--- config.mk ---
export PLATFORM = sky130hd
export DESIGN_NAME = coin_conditioner
export DESIGN_NICKNAME = d
export VERILOG_FILES = /design/src/rtl/coin_pkg.sv /design/src/rtl/coin_debounce.sv /design/src/rtl/coin_conditioner.sv
export SDC_FILE = /design/constraint.sdc
export NUM_CORES = 1
export LEC_CHECK = 0
export CAP_MARGIN = 20
export CORE_MARGIN = 2
export CORE_UTILIZATION = 30
export CTS_BUF_LIST = sky130_fd_sc_hd__clkbuf_4 sky130_fd_sc_hd__clkbuf_8
export CTS_CLUSTER_SIZE = 30
export DETAILED_ROUTE_END_ITERATION = 10
export PLACE_DENSITY = 0.53
export RECOVER_POWER = 100
export SETUP_SLACK_MARGIN = 0.05
export SLEW_MARGIN = 20
export SYNTH_ARGS = -nofsm -noshare
export SYNTH_HDL_FRONTEND = slang
export SYNTH_SLANG_ARGS = --single-unit
--- constraint.sdc ---
create_clock -name clk -period 2.5 [get_ports clk]
set_clock_uncertainty 0.15 [all_clocks]
set_input_delay 0.25 -clock clk [delete_from_list [all_inputs] [get_ports clk]]
set_output_delay 0.25 -clock clk [all_outputs]
set_load 0.05 [all_outputs]
--- src/rtl/coin_pkg.sv ---
// Shared constants for the coin input conditioner: channel indices
// and helpers that size the debounce and stuck counters.
package coin_pkg;

    localparam int NICKEL = 0;
    localparam int DIME   = 1;

    localparam int DB_CYCLES_DEF    = 4;
    localparam int STUCK_CYCLES_DEF = 64;

    // Bits needed to hold values 0..max_val.
    function automatic int cnt_width(input int max_val);
        return (max_val < 2) ? 1 : $clog2(max_val + 1);
    endfunction

    localparam int DB_W_DEF    = cnt_width(DB_CYCLES_DEF);
    localparam int STUCK_W_DEF = cnt_width(STUCK_CYCLES_DEF);

endpackage

--- src/rtl/coin_debounce.sv ---
// One coin channel: 2-flop synchronizer, debounce counter, rising-edge
// event flop and stuck-high (jam) detector.
// Ports: clk, rst_n (async, active-low), raw (async sensor level),
//        rise (one-cycle registered coin event), jam (registered flag).
module coin_debounce
    import coin_pkg::*;
#(
    parameter int DB_CYCLES    = 4,
    parameter int STUCK_CYCLES = 64
) (
    input  logic clk,
    input  logic rst_n,
    input  logic raw,
    output logic rise,
    output logic jam
);

    localparam int DB_W = cnt_width(DB_CYCLES);
    localparam int ST_W = cnt_width(STUCK_CYCLES);

    localparam logic [DB_W-1:0] DB_MAX = DB_W'(DB_CYCLES);
    localparam logic [ST_W-1:0] ST_MAX = ST_W'(STUCK_CYCLES);

    logic            sync1_q, sync1_d;
    logic            sync2_q, sync2_d;
    logic            db_q, db_d;
    logic [DB_W-1:0] cnt_q, cnt_d;
    logic            rise_q, rise_d;
    logic [ST_W-1:0] stuck_q, stuck_d;
    logic            jam_q, jam_d;

    logic            toggle;
    logic [DB_W-1:0] cnt_inc;
    logic [ST_W-1:0] stuck_inc;

    always_comb begin
        sync1_d   = raw;
        sync2_d   = sync1_q;
        db_d      = db_q;
        cnt_d     = '0;
        rise_d    = 1'b0;
        stuck_d   = stuck_q;
        jam_d     = jam_q;
        toggle    = 1'b0;
        cnt_inc   = cnt_q + 1'b1;
        stuck_inc = stuck_q + 1'b1;

        // Counter only runs while the synchronized level disagrees.
        if (sync2_q != db_q) begin
            if (cnt_inc == DB_MAX) begin
                toggle = 1'b1;
            end else begin
                cnt_d = cnt_inc;
            end
        end

        if (toggle) begin
            db_d   = !db_q;
            rise_d = !db_q && !jam_q;
        end

        // Jam tracks how long the accepted level has stayed high.
        if (toggle && db_q) begin
            stuck_d = '0;
            jam_d   = 1'b0;
        end else if (db_q) begin
            if (stuck_q != ST_MAX) begin
                stuck_d = stuck_inc;
            end
            jam_d = (stuck_d == ST_MAX);
        end
    end

    always_ff @(posedge clk or negedge rst_n) begin
        if (!rst_n) begin
            sync1_q <= 1'b0;
            sync2_q <= 1'b0;
            db_q    <= 1'b0;
            cnt_q   <= '0;
            rise_q  <= 1'b0;
            stuck_q <= '0;
            jam_q   <= 1'b0;
        end else begin
            sync1_q <= sync1_d;
            sync2_q <= sync2_d;
            db_q    <= db_d;
            cnt_q   <= cnt_d;
            rise_q  <= rise_d;
            stuck_q <= stuck_d;
            jam_q   <= jam_d;
        end
    end

    assign rise = rise_q;
    assign jam  = jam_q;

endmodule

--- src/rtl/coin_conditioner.sv ---
// Conditions the nickel and dime sensors into clean one-cycle strobes
// and serializes simultaneous coins so no two strobes overlap.
// Ports: clk, rst_n (async, active-low), nickel_raw, dime_raw (async),
//        nickel, dime (registered strobes), jam[1:0] (dime, nickel).
module coin_conditioner
    import coin_pkg::*;
#(
    parameter int DB_CYCLES    = 4,
    parameter int STUCK_CYCLES = 64
) (
    input  logic       clk,
    input  logic       rst_n,
    input  logic       nickel_raw,
    input  logic       dime_raw,
    output logic       nickel,
    output logic       dime,
    output logic [1:0] jam
);

    logic [1:0] ev;
    logic [1:0] jam_w;

    coin_debounce #(
        .DB_CYCLES   (DB_CYCLES),
        .STUCK_CYCLES(STUCK_CYCLES)
    ) u_nickel (
        .clk  (clk),
        .rst_n(rst_n),
        .raw  (nickel_raw),
        .rise (ev[NICKEL]),
        .jam  (jam_w[NICKEL])
    );

    coin_debounce #(
        .DB_CYCLES   (DB_CYCLES),
        .STUCK_CYCLES(STUCK_CYCLES)
    ) u_dime (
        .clk  (clk),
        .rst_n(rst_n),
        .raw  (dime_raw),
        .rise (ev[DIME]),
        .jam  (jam_w[DIME])
    );

    logic nickel_q, nickel_d;
    logic dime_q, dime_d;
    logic pend_n_q, pend_n_d;
    logic pend_d_q, pend_d_d;

    // A held coin always goes out before any newly arrived one; with
    // two new coins the dime wins and the nickel waits one cycle.
    always_comb begin
        nickel_d = 1'b0;
        dime_d   = 1'b0;
        pend_n_d = 1'b0;
        pend_d_d = 1'b0;

        if (pend_n_q) begin
            nickel_d = 1'b1;
            pend_d_d = ev[DIME];
        end else if (pend_d_q) begin
            dime_d   = 1'b1;
            pend_n_d = ev[NICKEL];
        end else if (ev[DIME]) begin
            dime_d   = 1'b1;
            pend_n_d = ev[NICKEL];
        end else begin
            nickel_d = ev[NICKEL];
        end
    end

    always_ff @(posedge clk or negedge rst_n) begin
        if (!rst_n) begin
            nickel_q <= 1'b0;
            dime_q   <= 1'b0;
            pend_n_q <= 1'b0;
            pend_d_q <= 1'b0;
        end else begin
            nickel_q <= nickel_d;
            dime_q   <= dime_d;
            pend_n_q <= pend_n_d;
            pend_d_q <= pend_d_d;
        end
    end

    assign nickel = nickel_q;
    assign dime   = dime_q;
    assign jam    = jam_w;

endmodule

## Yosys cells after proc, flatten, opt, wreduce, memory -nomap -nowiden

Cells that the tools add are included.

| storage, ports and cells | value |
|---|---|
| latch bits | 0 |
| input port bits | 4 |
| bits in read-only memories | 0 |
| register bits after elaboration | 34 |
| bits in writable memories | 0 |
| memories kept | 0 |
| word-level logic and storage cells | 74 |
| output and inout port bits | 4 |

| operators by class | value |
|---|---|
| $mul | 0 |
| order comparisons | 0 |
| div/mod/pow operators | 0 |
| bitwise gates (word level) | 0 |
| shift operators | 0 |
| reduce and logical (&&, ||, !) cells | 10 |
| $add $sub $neg | 4 |
| equal/unequal tests | 8 |
| mux-type cells | 34 |

Operators by type and width:

| cell | number |
|---|---|
| 7-bit 2-to-1 mux | 10 |
| 1-bit 2-to-1 mux | 20 |
| 7-bit by 1-bit adder with 7-bit output, second input constant | 2 |
| 7-bit == test, second input constant | 2 |
| 7-bit inequality test, second input constant | 2 |
| 3-bit 2-to-1 mux | 4 |
| 3-bit by 1-bit adder with 3-bit output, second input constant | 2 |
| 3-bit == test, second input constant | 2 |
| 1-bit logical AND | 4 |
| 1-bit zero test | 4 |
| 2-bit nonzero test | 2 |
| 1-bit inequality test | 2 |

## Depth between registers and ports, before layout

Gate-level depths: netlist (run 1).

| depth | value |
|---|---|
| word-level depth | 9 |
| gate-level depth with buffers | 6 |
| mapped depth without buffers | 6 |

## Hierarchy

Synthesis (run 1) repeated with hierarchy kept, for this count alone.

| second synthesis, totals | value |
|---|---|
| cell total of the unflattened synthesis | 161 |
| area, all modules | 1774.2 µm² |

Modules (own cells, without submodules):

| module | instances | area each (µm²) | seq. area each (µm²) | cells an instance |
|---|---|---|---|---|
| coin_debounce | 2 | 818.3 | 375.4 | 76 |
| coin_conditioner | 1 | 137.6 | 100.1 | 9 |

## Worst setup path after synthesis (run 1)

Ideal clock, no wire load.

| path | value |
|---|---|
| path kind | register -> register |
| from | reg u_dime.stuck_q[0] |
| to | reg u_dime.jam_q (netlist: u_dime.jam) |
| clock period less this slack | 2.044 ns |
| setup slack | 0.456 ns |
| path buffers | 0 |
| setup time | 0.104 ns |
| required time | 2.246 ns |
| data arrival time | 1.790 ns |
| stages on the path, launching flop included | 7 |
| cell sequence | dfrtp_1 bufinv_8 ha_1 nor4b_2 a211o_1 o32a_1 o41ai_2 |

| on the way | value |
|---|---|
| cells in the longest elaborated chain, start to end | 7 |
| elaborated cells between the ends (all ways) | 8 |
| classes of those cells | add/sub (1); eq/ne (2); mux (5) |

RTL lines:

| what | RTL line | text |
|---|---|---|
| start: declaration | coin_debounce.sv:29 | `logic [ST_W-1:0] stuck_q, stuck_d;` |
| start signal: assignment | coin_debounce.sv:89 | `stuck_q <= stuck_d;` |
| 7-bit by 1-bit adder with 7-bit output or 7-bit inequality test (tied branches) | coin_debounce.sv:46, coin_debounce.sv:67 |  |
| 7-bit 2-to-1 mux (*) | coin_debounce.sv:67 | `if (stuck_q != ST_MAX) begin` |
| 7-bit 2-to-1 mux (*) | coin_debounce.sv:66 | `end else if (db_q) begin` |
| 7-bit 2-to-1 mux (*) | coin_debounce.sv:63 | `if (toggle && db_q) begin` |
| 7-bit == test (*) | coin_debounce.sv:70 | `jam_d = (stuck_d == ST_MAX);` |
| 1-bit 2-to-1 mux (*) | coin_debounce.sv:66 |  |
| 1-bit 2-to-1 mux (*) | coin_debounce.sv:63 |  |
| end signal: assignment | coin_debounce.sv:90 | `jam_q <= jam_d;` |
| end: declaration | coin_debounce.sv:30 | `logic jam_q, jam_d;` |

Every way passes the cells marked *; elsewhere a longest branch is shown, timed or not. The select of a mux whose other input is x is not followed.
A chain may end at the register's enable or synchronous reset.

## Worst setup path in the final report (run 1)

Ends and elaborated chain as after synthesis.

==> results of run 1 <==
[state kept, by name (all words and copies together), names as in the netlist, 3 cells and up]
signal and cells:
u_dime.stuck_q 7, u_nickel.cnt_q 3, u_dime.cnt_q 3, u_nickel.stuck_q 7
[kinds of logic after synthesis]
| group | after synthesis |
|---|---|
| compound gates | 40 |
| xor+xnor | 8 |
| fa+ha+maj | 8 |
| buf+inv | 16 |
| flops | 34 |
| mux | 1 |
| simple gates | 50 |
[worst paths after layout]
kind / slack, ns / cells past startpoint / endpoint / start
setup reg to reg: 0.35 / 6 / u_dime.jam$_DFFE_PN0P_ / u_dime.stuck_q[0]$_DFFE_PN0P_
setup / recovery: 0.35 / 6 / u_dime.jam$_DFFE_PN0P_ / u_dime.stuck_q[0]$_DFFE_PN0P_
hold reg to reg: 0.21 / 0 / u_dime.sync2_q$_DFF_PN0_ / u_dime.sync1_q$_DFF_PN0_
hold / removal: 0.21 / 0 / u_dime.sync2_q$_DFF_PN0_ / u_dime.sync1_q$_DFF_PN0_
max in group asynchronous: 1.22 / 2 / u_nickel.cnt_q[2]$_DFF_PN0_ / rst_n
min in group asynchronous: 0.45 / 2 / u_dime.sync1_q$_DFF_PN0_ / rst_n
[routing by layer]
layer,routed length [µm],share of wire (%)
met5,0,0
met3,104,3.5
met1,1320,44
met4,42,1.4
met2,1510,51
[through the flow]
| step | util (%) | hold slack (ns) | power, mW |
|---|---|---|---|
| CTS | 35.3 | 0.208 | 1.84 |
| floorplan | - | -0.196 | 1.21 |
| global route | 35.2 | 0.222 | 1.96 |
| finish | 35.2 | 0.206 | 1.81 |
| global placement | 33.4 | 0.188 | 1.31 |
| detailed placement | 33.4 | 0.188 | 1.33 |
[synth_stat cells, types with 2 or more instances]
library cell / n / area, µm²
a32o_1: 2 / 20.0
a21oi_1: 5 / 25.0
nor3b_1: 3 / 22.5
nand2_1: 7 / 26.3
nor2_1: 5 / 18.8
buf_4: 2 / 15.0
a31oi_1: 4 / 25.0
clkbuf_1: 2 / 7.51
nand2b_1: 5 / 31.3
a211oi_1: 2 / 15.0
a21o_1: 4 / 30.0
nor3_1: 6 / 30.0
nor2b_1: 3 / 18.8
nand3_1: 6 / 30.0
dfrtp_1: 34 / 851
and2_1: 2 / 12.5
xnor2_1: 5 / 43.8
ha_1: 8 / 100
and3_1: 4 / 25.0
or2_2: 2 / 12.5
xor2_1: 3 / 26.3
inv_1: 9 / 33.8
o21ai_0: 9 / 45.0
[critical path, stage by stage, from the launching register on]
cell and delay [ns]:
dfrtp_1 0.43, bufinv_8 0.21, ha_1 0.18, nor4b_2 0.17, a211o_1 0.30, o32a_1 0.35
o41ai_2 0.27
[power groups by stage]
stage	logic [mW]	registers, mW	clock network, mW
finish	0.517	0.799	0.491
floorplan	0.465	0.748	0
detailed placement	0.524	0.806	0
global route	0.598	0.818	0.545
global placement	0.505	0.803	0
CTS	0.528	0.797	0.511
[final cells by class]
type	count	area (µm²)
clock buffers	5	68.8
clock inverters	3	40.0
fillers	547	3570
inverters	10	51.3
multi-input cells	107	759
flip-flops and latches	34	851
well taps	72	90.1
repair buffers	9	78.8
==> impl_metrics.tcl, run 1 <==
set metrics [dict create \
    switching_share_pct 33.4 \
    setup_viol 0 \
    dieArea_mm2 0.00629 \
    postRouteAntennaNets 0 \
    worst_slew_margin_rel_pct 43.0 \
    routed_via_density 4.81 \
    core_region_area_mm2 0.00551 \
    grt_pass1_vias 1188 \
    clk_latency_ns 0.28 \
    grtUsageTotal_pct 10.9 \
    cts_resized 0 \
    ys_types 48 \
    path_clk_slew_ns 0.07 \
    first_pass_iters 5 \
    tns_ns 0 \
    switchingPower_mw 0.603 \
    worst_slew_pin_slew_ns 0.856 \
    maxSlewViolCount 0 \
    clockPowerShare_pct 27.2 \
    grt_antenna_before_repair 0 \
    numPortBuffers 7 \
    p_per_area_mw_per_mm2 932 \
    setup_ws_ns 0.346 \
    synthSimpleGateAreaFrac_pct 17.2 \
    syn2layout_area_growth_pct 14.1 \
    synth_edf_count 0 \
    seq_power_share_pct 44.2 \
    synthMuxAreaShare_pct 0.662 \
    synthFlopType "dfrtp_1" \
    htree_levels 2 \
    stdcell_count 240 \
    grt_max_degree 35 \
    end_kind "flip-flop" \
    wirelength_um 2980 \
    wire_per_inst_um 12.4 \
    drive_gt1_share_pct 9.52 \
    period_minus_slack_ns 2.15 \
    initial_core_util_pct 30.9 \
    synth-xor-area-share_pct 4.12 \
    ctsHoldBuffers 0 \
    vdd_drop_max_uv 357 \
    cts_buffers 5 \
    synthAdderAreaFrac_pct 5.89 \
    ys_seq_area_share_pct 50.0 \
    max_freq_ghz 0.464 \
    p_comb_share_pct 28.6 \
    busiest_layer "met2" \
    ys_async_sr_fraction_pct 100 \
    yosys_warnings 0 \
    final_nets 179 \
    startpoint_type "flip-flop" \
    vias 1154 \
    die_h_um 79.3 \
    synth_fp_nets 169 \
    grt_pass1_wl_um 5250 \
    drtIter0Drc 73 \
    path_max_fanout 6 \
    cts_tree "built" \
    p_leak_nw 0.907 \
    placed_cells 232 \
    min_path_type "reg -> reg" \
    synth_seq_cells 34 \
    p_int_mw 1.20 \
    met1_usage_pct 12.5 \
    synth_top_family_by_area "simple AND/OR/NAND/NOR gates" \
    syn-cell-area_mm2 0.00170 \
    diodes 0 \
    status "completed" \
    drv_cap 0 \
    gp_congestion 0.805 \
    synth-compound-area-share_pct 16.8 \
    route.detailed.drc 0 \
    rows 27 \
    cts_setup_buffers 0 \
    cts.sink_count 34 \
    hpwl_um 2100 \
    fin_crit_sh_pct 86.2 \
    dpl-instance-area_mm2 0.00184 \
    stdcell_area_mm2 0.00194 \
    postSynthAreaPerCell_um2 10.8 \
    netlist_instances 157 \
    grt_remaining_overflow 0 \
    die_w_um 79.3 \
    cts_root_buf "clkbuf_8" \
    grt_setup_unrepaired "false" \
    ioPinCount 8 \
    layout_common_cells "34 x dfrtp_1, 10 x o21ai_0, 9 x inv_1" \
    met3_usage_pct 4.20 \
    met2_usage_pct 18.3 \
    crit_required_ns 2.53 \
    cts_buffer_depth 2 \
    layout_commonest_cell "dfrtp_1" \
    hold_violations 0 \
    path_class "reg -> reg" \
    place_ws_ns 0.351 \
    worst-endpoint-arrival_ns 2.18 \
]
(Power assumes the default switching activity.)
==> run 2: changes to the inputs <==
--- a/config.mk
+++ b/config.mk
@@ -6,6 +6,7 @@
 export NUM_CORES = 1
 export LEC_CHECK = 0
 export CAP_MARGIN = 20
+export CORE_ASPECT_RATIO = 1.2
 export CORE_MARGIN = 2
 export CORE_UTILIZATION = 30
 export CTS_BUF_LIST = sky130_fd_sc_hd__clkbuf_4 sky130_fd_sc_hd__clkbuf_8
==> run 2 against run 1 <==
Worst hold slack lost 0.0055 ns. Clock power shrank 15%. Critical path type unchanged. Final cell count decreased by 3.3%. Sequential share of layout area grew 1.0 points. Via count up 4.1%. Fmax decreased by 5.1%. Largest power group unchanged.
==> impl_metrics.tcl, run 2 (same netlist as run 1, synthesis figures left out) <==
set metrics [dict create \
    cts_setup_buffers 0 \
    gp_congestion 0.837 \
    cts.sink_count 34 \
    p_int_mw 1.11 \
    wirelength_um 2990 \
    r2r-start "u_dime.stuck_q[0]$_DFFE_PN0P_" \
    seq_power_share_pct 47.3 \
    end_kind "flip-flop" \
    vdd_drop_max_uv 338 \
    postRouteAntennaNets 0 \
    vias 1201 \
    cts_root_buf "clkbuf_8" \
    setup_viol 0 \
    wire_per_inst_um 12.9 \
    clockPowerShare_pct 24.5 \
    cts_buffers 5 \
    drtIter0Drc 61 \
    switching_share_pct 34.8 \
    die_h_um 86.5 \
    fill_cells 586 \
    final_nets 179 \
    p_per_area_mw_per_mm2 902 \
    first_pass_iters 4 \
    maxSlewViolCount 0 \
    path_class "reg -> reg" \
    fin_crit_sh_pct 90.8 \
    path_clk_slew_ns 0.07 \
    dpl-instance-area_mm2 0.00183 \
    hold_start "u_nickel.sync1_q$_DFF_PN0_" \
    status "completed" \
    multiInputGateArea_um2 752 \
    ioPinCount 8 \
    worst_slew_pin_slew_ns 0.840 \
    switchingPower_mw 0.594 \
    hold_violations 0 \
    p_leak_nw 0.882 \
    layout_commonest_cell "dfrtp_1" \
    routed_via_density 5.18 \
    critPathLaunch "u_dime.stuck_q[0]$_DFFE_PN0P_" \
    dieArea_mm2 0.00629 \
    p_comb_share_pct 28.2 \
    rows 30 \
    layout_common_cells "34 x dfrtp_1, 10 x o21ai_0, 9 x inv_1" \
    cts_buffer_depth 2 \
    grt_pass1_wl_um 5510 \
    grt_setup_unrepaired "false" \
    cts_resized 0 \
    ctsHoldBuffers 0 \
    syn2layout_area_growth_pct 11.5 \
    worst_slew_margin_rel_pct 44.0 \
    path_max_fanout 6 \
    drv_cap 0 \
    min_path_type "reg -> reg" \
    holdWs_ns 0.201 \
    grt_max_degree 35 \
    grtUsageTotal_pct 11.1 \
    stdcell_area_mm2 0.00190 \
    worst-endpoint-arrival_ns 2.30 \
    crit_required_ns 2.53 \
    cts_tree "built" \
    initial_core_util_pct 30.6 \
    core_region_area_mm2 0.00556 \
    regArea_um2 851 \
    max_freq_ghz 0.440 \
    largestRegisters "u_dime.stuck_q: 7 flops, u_nickel.stuck_q: 7 flops" \
    diodes 0 \
    grt_antenna_before_repair 0 \
    grt_remaining_overflow 0 \
    tns_ns 0 \
    numPortBuffers 7 \
    grt_pass1_vias 1221 \
    route.detailed.drc 0 \
    startpoint_type "flip-flop" \
    hpwl_um 2130 \
    clk_latency_ns 0.28 \
    die_w_um 72.7 \
    period_minus_slack_ns 2.27 \
    drive_gt1_share_pct 8.93 \
    htree_levels 2 \
]
==> run 2: cell types whose count changed in the layout (fill, tap and decap cells not counted) <==
cell	previous run	this run
bufinv_16	1	0
clkinv_2	2	1
bufinv_8	1	0
clkbuf_8	5	6
clkinvlp_2	0	1
o41ai_2	1	0
o41ai_1	0	1
clkbuf_4	0	1
==> run 2: power by group through the flow <==
stage	registers, mW	logic [mW]	clock network, mW
finish	0.808	0.482	0.419
global placement	0.805	0.499	0
CTS	0.805	0.528	0.442
global route	0.828	0.559	0.464
floorplan	0.748	0.465	0
detailed placement	0.813	0.527	0
==> run 2: path summary, 6_finish.rpt <==
kind | to | slack (ns) | depth (start not counted)
worst max register to register | u_dime.jam$_DFFE_PN0P_ | 0.23 | 6
min in group asynchronous | nickel$_DFF_PN0_ | 0.45 | 2
worst min-delay path | u_nickel.sync2_q$_DFF_PN0_ | 0.20 | 0
max in group asynchronous | u_dime.cnt_q[0]$_DFF_PN0_ | 1.22 | 2
worst min register to register | u_nickel.sync2_q$_DFF_PN0_ | 0.20 | 0
worst max-delay path | u_dime.jam$_DFFE_PN0P_ | 0.23 | 6
==> run 2: worst max-delay path, stage by stage, from the launching register on <==
cell and delay [ns]:
dfrtp_1 0.47, clkinvlp_2 0.20, ha_1 0.22, nor4b_2 0.17
a211o_1 0.32, o32a_1 0.35, o41ai_1 0.28
==> run 2: cell type report <==
cell class / instances / share of cell area [%]
flip-flops and latches: 34 / 44.9
multi-input cells: 107 / 39.7
clock buffers: 7 / 4.75
well taps: 64 / 4.22
repair buffers: 9 / 4.16
inverters: 10 / 2.05
clock inverters: 1 / 0.264
==> run 2: metal layers <==
metal | up-vias | track usage, % | wire, µm
met4 | 0 | 4.55 | 55
li1 | 579 | - | -
met3 | 9 | 3.49 | 104
met5 | - | 0 | 0
met2 | 23 | 17.8 | 1480
met1 | 590 | 13.7 | 1350
==> run 2: per-stage QoR <==
stage | total power, mW | setup slack (ns) | util (%) | std cells
after detailed placement | 1.34 | 0.335 | 32.9 | 224
after CTS | 1.78 | 0.319 | 34.6 | 232
after floorplan | 1.21 | 0.456 | - | 157
after global placement | 1.30 | 0.402 | 32.9 | 224
final | 1.71 | 0.230 | 34.1 | 232
after global routing | 1.85 | 0.139 | 34.1 | 232
==> run 3: changes to the inputs <==
--- a/config.mk
+++ b/config.mk
@@ -14,6 +14,7 @@
 export DETAILED_ROUTE_END_ITERATION = 10
 export PLACE_DENSITY = 0.53
 export RECOVER_POWER = 100
+export REMOVE_ABC_BUFFERS = 1
 export SETUP_SLACK_MARGIN = 0.05
 export SLEW_MARGIN = 20
 export SYNTH_ARGS = -nofsm -noshare
==> run 3 against run 2 <==
Sequential cell count stayed put. Clock power is 45% higher. Utilization is 1.1 points higher. Final area is 3.3% higher. Register-to-register slack better by 0.10 ns. Critical path depth stayed put. First-iteration DRC count is 15% higher. Critical endpoint unchanged.
==> impl_metrics.tcl, run 3 (same netlist as run 1, synthesis figures left out) <==
set metrics [dict create \
    status "completed" \
    p_leak_nw 0.918 \
    crit_path_max_incr_delay_ns 0.43 \
    drtIter0Drc 70 \
    cts_buffers 5 \
    grt_setup_unrepaired "false" \
    clk_latency_ns 0.28 \
    path_max_fanout 6 \
    grt_max_degree 35 \
    largestRegisters "u_dime.stuck_q: 7 flops, u_nickel.stuck_q: 7 flops" \
    max_freq_ghz 0.461 \
    hpwl_um 2120 \
    power_mw 1.93 \
    vias 1187 \
    layout_commonest_cell "dfrtp_1" \
    setup_ws_ns 0.330 \
    wire_per_inst_um 13.0 \
    cts_buffer_depth 2 \
    fin_crit_sh_pct 86.8 \
    place_ws_ns 0.326 \
    first_pass_iters 4 \
    cts.sink_count 34 \
    cts_root_buf "clkbuf_8" \
    tns_ns 0 \
    rows 30 \
    cts_resized 0 \
    fill_cells 557 \
    core_region_area_mm2 0.00556 \
    grt_pass1_wl_um 5490 \
    die_h_um 86.5 \
    initial_core_util_pct 30.6 \
    dpl-instance-area_mm2 0.00183 \
    postRouteAntennaNets 0 \
    gp_congestion 0.857 \
    hold_violations 0 \
    ioPinCount 8 \
    cts_setup_buffers 0 \
    vdd_drop_max_uv 396 \
    diodes 0 \
    worst_slew_pin_slew_ns 0.833 \
    syn2layout_area_growth_pct 15.2 \
    min_path_type "reg -> reg" \
    setup_viol 0 \
    routed_via_density 5.12 \
    final_nets 179 \
    worst-endpoint-arrival_ns 2.20 \
    die_w_um 72.7 \
    dieArea_mm2 0.00629 \
    path_clk_slew_ns 0.08 \
    stdcell_area_mm2 0.00196 \
    ctsHoldBuffers 0 \
    end_kind "flip-flop" \
    htree_levels 2 \
    crit_required_ns 2.53 \
    route.detailed.drc 0 \
    maxSlewViolCount 0 \
    wirelength_um 3020 \
    layout_common_cells "34 x dfrtp_1, 10 x o21ai_0, 9 x inv_1" \
    grt_remaining_overflow 0 \
    placed_cells 224 \
    drv_cap 0 \
    crit_family "compound AO/OA/AOI/OAI gates" \
    path_cells "bufinv_8 > ha_1 > nor4b_2 > a211o_1 > o32a_1 > o41ai_2" \
    grt_antenna_before_repair 0 \
    numPortBuffers 7 \
    grtUsageTotal_pct 11.2 \
    p_per_area_mw_per_mm2 985 \
    worst_slew_margin_rel_pct 44.5 \
    cts_tree "built" \
    cp_slowest_cell "dfrtp_1" \
    cp.buffers_inverters 1 \
    stdcell_count 232 \
    startpoint_type "flip-flop" \
    drive_gt1_share_pct 9.52 \
    path_class "reg -> reg" \
    grt_pass1_vias 1188 \
    period_minus_slack_ns 2.17 \
]
[run 3: cell count changes in the layout (fill, tap and decap cells not counted)]
cell and delta:
o41ai_2 +1, clkinvlp_2 -1, clkbuf_4 -1, clkbuf_8 -1, o41ai_1 -1, clkinv_2 -1, bufinv_16 +2, bufinv_8 +1
clkinv_4 +1
[run 3: worst paths after layout]
check	start	to	slack (ns)	cells past startpoint
setup / recovery	u_dime.stuck_q[0]$_DFFE_PN0P_	u_dime.jam$_DFFE_PN0P_	0.33	6
hold / removal	u_dime.sync1_q$_DFF_PN0_	u_dime.sync2_q$_DFF_PN0_	0.20	0
setup reg to reg	u_dime.stuck_q[0]$_DFFE_PN0P_	u_dime.jam$_DFFE_PN0P_	0.33	6
hold reg to reg	u_dime.sync1_q$_DFF_PN0_	u_dime.sync2_q$_DFF_PN0_	0.20	0
max in group asynchronous	rst_n	u_nickel.jam$_DFFE_PN0P_	1.23	2
min in group asynchronous	rst_n	pend_d_q$_DFF_PN0_	0.44	2
[run 3: final cells by class]
class                           instances  area (µm²)  share of cell area (%)
Clock buffer                            5        68.8                    3.51
Clock inverter                          3        68.8                    3.51
Inverter                               10        51.3                    2.62
Multi-Input combinational cell        107         759                    38.8
Sequential cell                        34         851                    43.5
Tap cell                               64        80.1                    4.09
Timing Repair Buffer                    9        78.8                    4.03
[run 3: power breakdown]
part	internal (mW)	total [mW]	switching, mW
Sequential	0.654	0.799	0.145
Combinational	0.255	0.521	0.265
Clock	0.400	0.608	0.208
Total	1.31	1.93	0.619
[run 3: per-layer routing]
layer	track usage, %	up-vias	share of wire [%]
met5	0	-	0
met4	3.70	0	0.56
met3	4.07	2	4.5
met2	17.6	26	49
met1	14.4	579	46
li1	-	580	-
[run 3: worst register-to-register path, stage by stage, from the launching register on]
cell,delay (ns)
dfrtp_1,0.43
bufinv_8,0.21
ha_1,0.18
nor4b_2,0.17
a211o_1,0.30
o32a_1,0.36
o41ai_2,0.28
[run 3: per-stage QoR]
stage,hold WS [ns],utilization (%)
3_3_place_gp,0.185,32.9
5_1_grt,0.225,35.2
4_1_cts,0.205,35.4
6_report,0.203,35.2
3_5_place_dp,0.187,32.9
2_1_floorplan,-0.196,-
==> edit: new RTL, settings of run 3 <==
`DB_CYCLES` is set to 4 in 2 places; all go to 8.
--- a/src/rtl/coin_debounce.sv
+++ b/src/rtl/coin_debounce.sv
@@ -5,7 +5,7 @@
 module coin_debounce
     import coin_pkg::*;
 #(
-    parameter int DB_CYCLES    = 4,
+    parameter int DB_CYCLES    = 8,
     parameter int STUCK_CYCLES = 64
 ) (
     input  logic clk,
--- a/src/rtl/coin_conditioner.sv
+++ b/src/rtl/coin_conditioner.sv
@@ -5,7 +5,7 @@
 module coin_conditioner
     import coin_pkg::*;
 #(
-    parameter int DB_CYCLES    = 4,
+    parameter int DB_CYCLES    = 8,
     parameter int STUCK_CYCLES = 64
 ) (
     input  logic       clk,
Behaviour: not the same (Yosys sat finds a counterexample within 10 cycles, from zero or initial values and one cycle with rst_n low).
==> edit against run 3 <==
  * Synthesized area is 10% higher
  * Routed wire length grew 12%
  * Worst setup slack worse by 0.054 ns
  * Global-route usage down 0.37 points
  * Final area increased by 8.1%
  * First-iteration DRC count down 10%
  * Sequential cell count up 2
  * Core utilization fell by 0.26 points
  * Critical path type unchanged
  * Highest routed layer unchanged
Power is not compared: it rests on default switching activity, and its combinational part moved more than twofold at a synthesized area within 25%.
==> edit: results (changes against run 3) <==
| Metric | Value |
|---|---|
| Final #Nets | 201 (+12%) |
| Gpl congestion | 0.806 (-5.9%) |
| DP Area | 2010 um^2 (+9.9%) |
| GRT Overall Usage | 10.9% (-0.37 points) |
| Worst-Margin Slew | 0.882 ns (+0.0489 ns) |
| Clk_lat worst skew | around 0.29 ns |
| Setup Buffers After CTS | 0 (unchanged) |
| CTS H-Tree Depth | 2 (unchanged) |
| First-pass GRT wire length | 6010 um (+9.6%) |
| Hold_buf cts | 1 (+1) |
| Reg2reg setup slack | 0.28 ns (-0.05 ns) |
| Share of layout cells above drive strength 1 | 9.38% (-0.15 points) |
| Leakage power total | 0.894 nW |
| Wirelength, routed | 3390 um (+12%) |
| CP Max Fanout | 8 (+2) |
| Ranking of synthesized cells by area | dfrtp_1 48%, xnor2_1 4.2%, ha_1 4.0%, nor2_1 3.0%, nand3_1 2.9% |
| Filler Cells Inserted | 642 (+15%) |
| Main synth FF type | dfrtp_1 |
| Routed wl met3 | 96 um (-30%) |
| Crit path DAT | 2.26 ns (+0.06 ns) |
| Sequential fraction of the synthesis area | 48.1% (-2.0 points) |
| DR vias | 1331 (+12%) |
| Highest Signal Layer | met4 |
| Dpl hpwl | 2400 um (+13%) |
| Status | finished, final reports clean |
| # diodes | 0 (unchanged) |
| I/O Buffers | 7 (unchanged) |
| Wire length on met1 | 1550 um (+11%) |
| Top post-synthesis cells by count | 36 x dfrtp_1, 15 x nor2_1, 12 x inv_1 |
| Synth cell types | 48 (unchanged) |
| Initial DRT Pass Iterations | 6 (+2) |
| Sw Share | 25.7% |
| Met2 Wirelength | 1700 um (+16%) |
| Pin count of the biggest net entering global routing | 37 (+5.7%) |
| Iteration-0 DRC Markers | 63 (-10%) |
-- edit: cell types whose count changed after synthesis, moves of 4 or more --
cell	change
nand3_1	+5
clkbuf_1	+4
xnor2_1	+4
nand2b_1	-4
o2bb2ai_1	+4
nor2_1	+10
nor3_1	-4
-- edit: area by class of cell --
type,instances,area [um^2],area share (%)
flip-flops and latches,36,901,42.6
well taps,82,103,4.85
repair buffers,9,78.8,3.72
clock inverters,3,42.5,2.01
inverters,12,45.0,2.13
clock buffers,5,68.8,3.25
multi-input cells,127,878,41.5
-- edit: critical path, cell delays in order (launching register included) --
cell and delay [ns]:
dfrtp_1 0.46, inv_1 0.10, ha_1 0.13, or4b_1 0.45
or2_0 0.32, o32a_2 0.24, o32ai_1 0.27
-- edit: worst min-delay path by stage --
stage | to | slack (ns) | from
floorplan | dime | -0.20 | rst_n
global placement | u_nickel.sync2_q | 0.18 | u_nickel.sync1_q
detailed placement | u_nickel.sync2_q | 0.19 | u_nickel.sync1_q
CTS | u_nickel.sync2_q | 0.21 | u_nickel.sync1_q
global route | u_nickel.sync2_q | 0.22 | u_nickel.sync1_q
finish | u_nickel.sync2_q | 0.21 | u_nickel.sync1_q
-- edit: layer usage --
metal,track usage [%],vias to the layer above
met3,3.20,6
met5,0,-
met2,18.2,15
li1,-,672
met4,4.09,0
met1,13.2,638
-- edit: kinds of logic (layout without fill, tap and decap cells) --
family | count (synthesis) | count (layout) | share of synthesized area (%)
multiplexers | 4 | 4 | 2.27
AO/OA/AOI/OAI | 41 | 41 | 16.0
buffers and inverters | 21 | 29 | 4.67
flip-flops | 36 | 36 | 48.1
XOR/XNOR | 11 | 11 | 5.14
AND/OR/NAND/NOR | 65 | 65 | 19.8
adder cells (fa/ha/maj) | 6 | 6 | 4.01
-- edit: stage by stage --
stage | cells | setup slack (ns) | power, mW | util [%]
after floorplan | 175 | 0.484 | 0.775 | -
after global placement | 265 | 0.366 | 0.822 | 33.2
after detailed placement | 265 | 0.320 | 0.822 | 33.2
after CTS | 274 | 0.299 | 1.35 | 35.2
after global routing | 274 | 0.113 | 1.40 | 35.0
final | 274 | 0.276 | 1.32 | 35.0
-- edit: power groups by stage --
stage	registers, mW	clock network, mW	logic (mW)
after floorplan	0.668	0	0.107
after global placement	0.680	0	0.143
after detailed placement	0.680	0	0.142
after CTS	0.668	0.535	0.145
after global routing	0.676	0.557	0.165
final	0.669	0.514	0.140
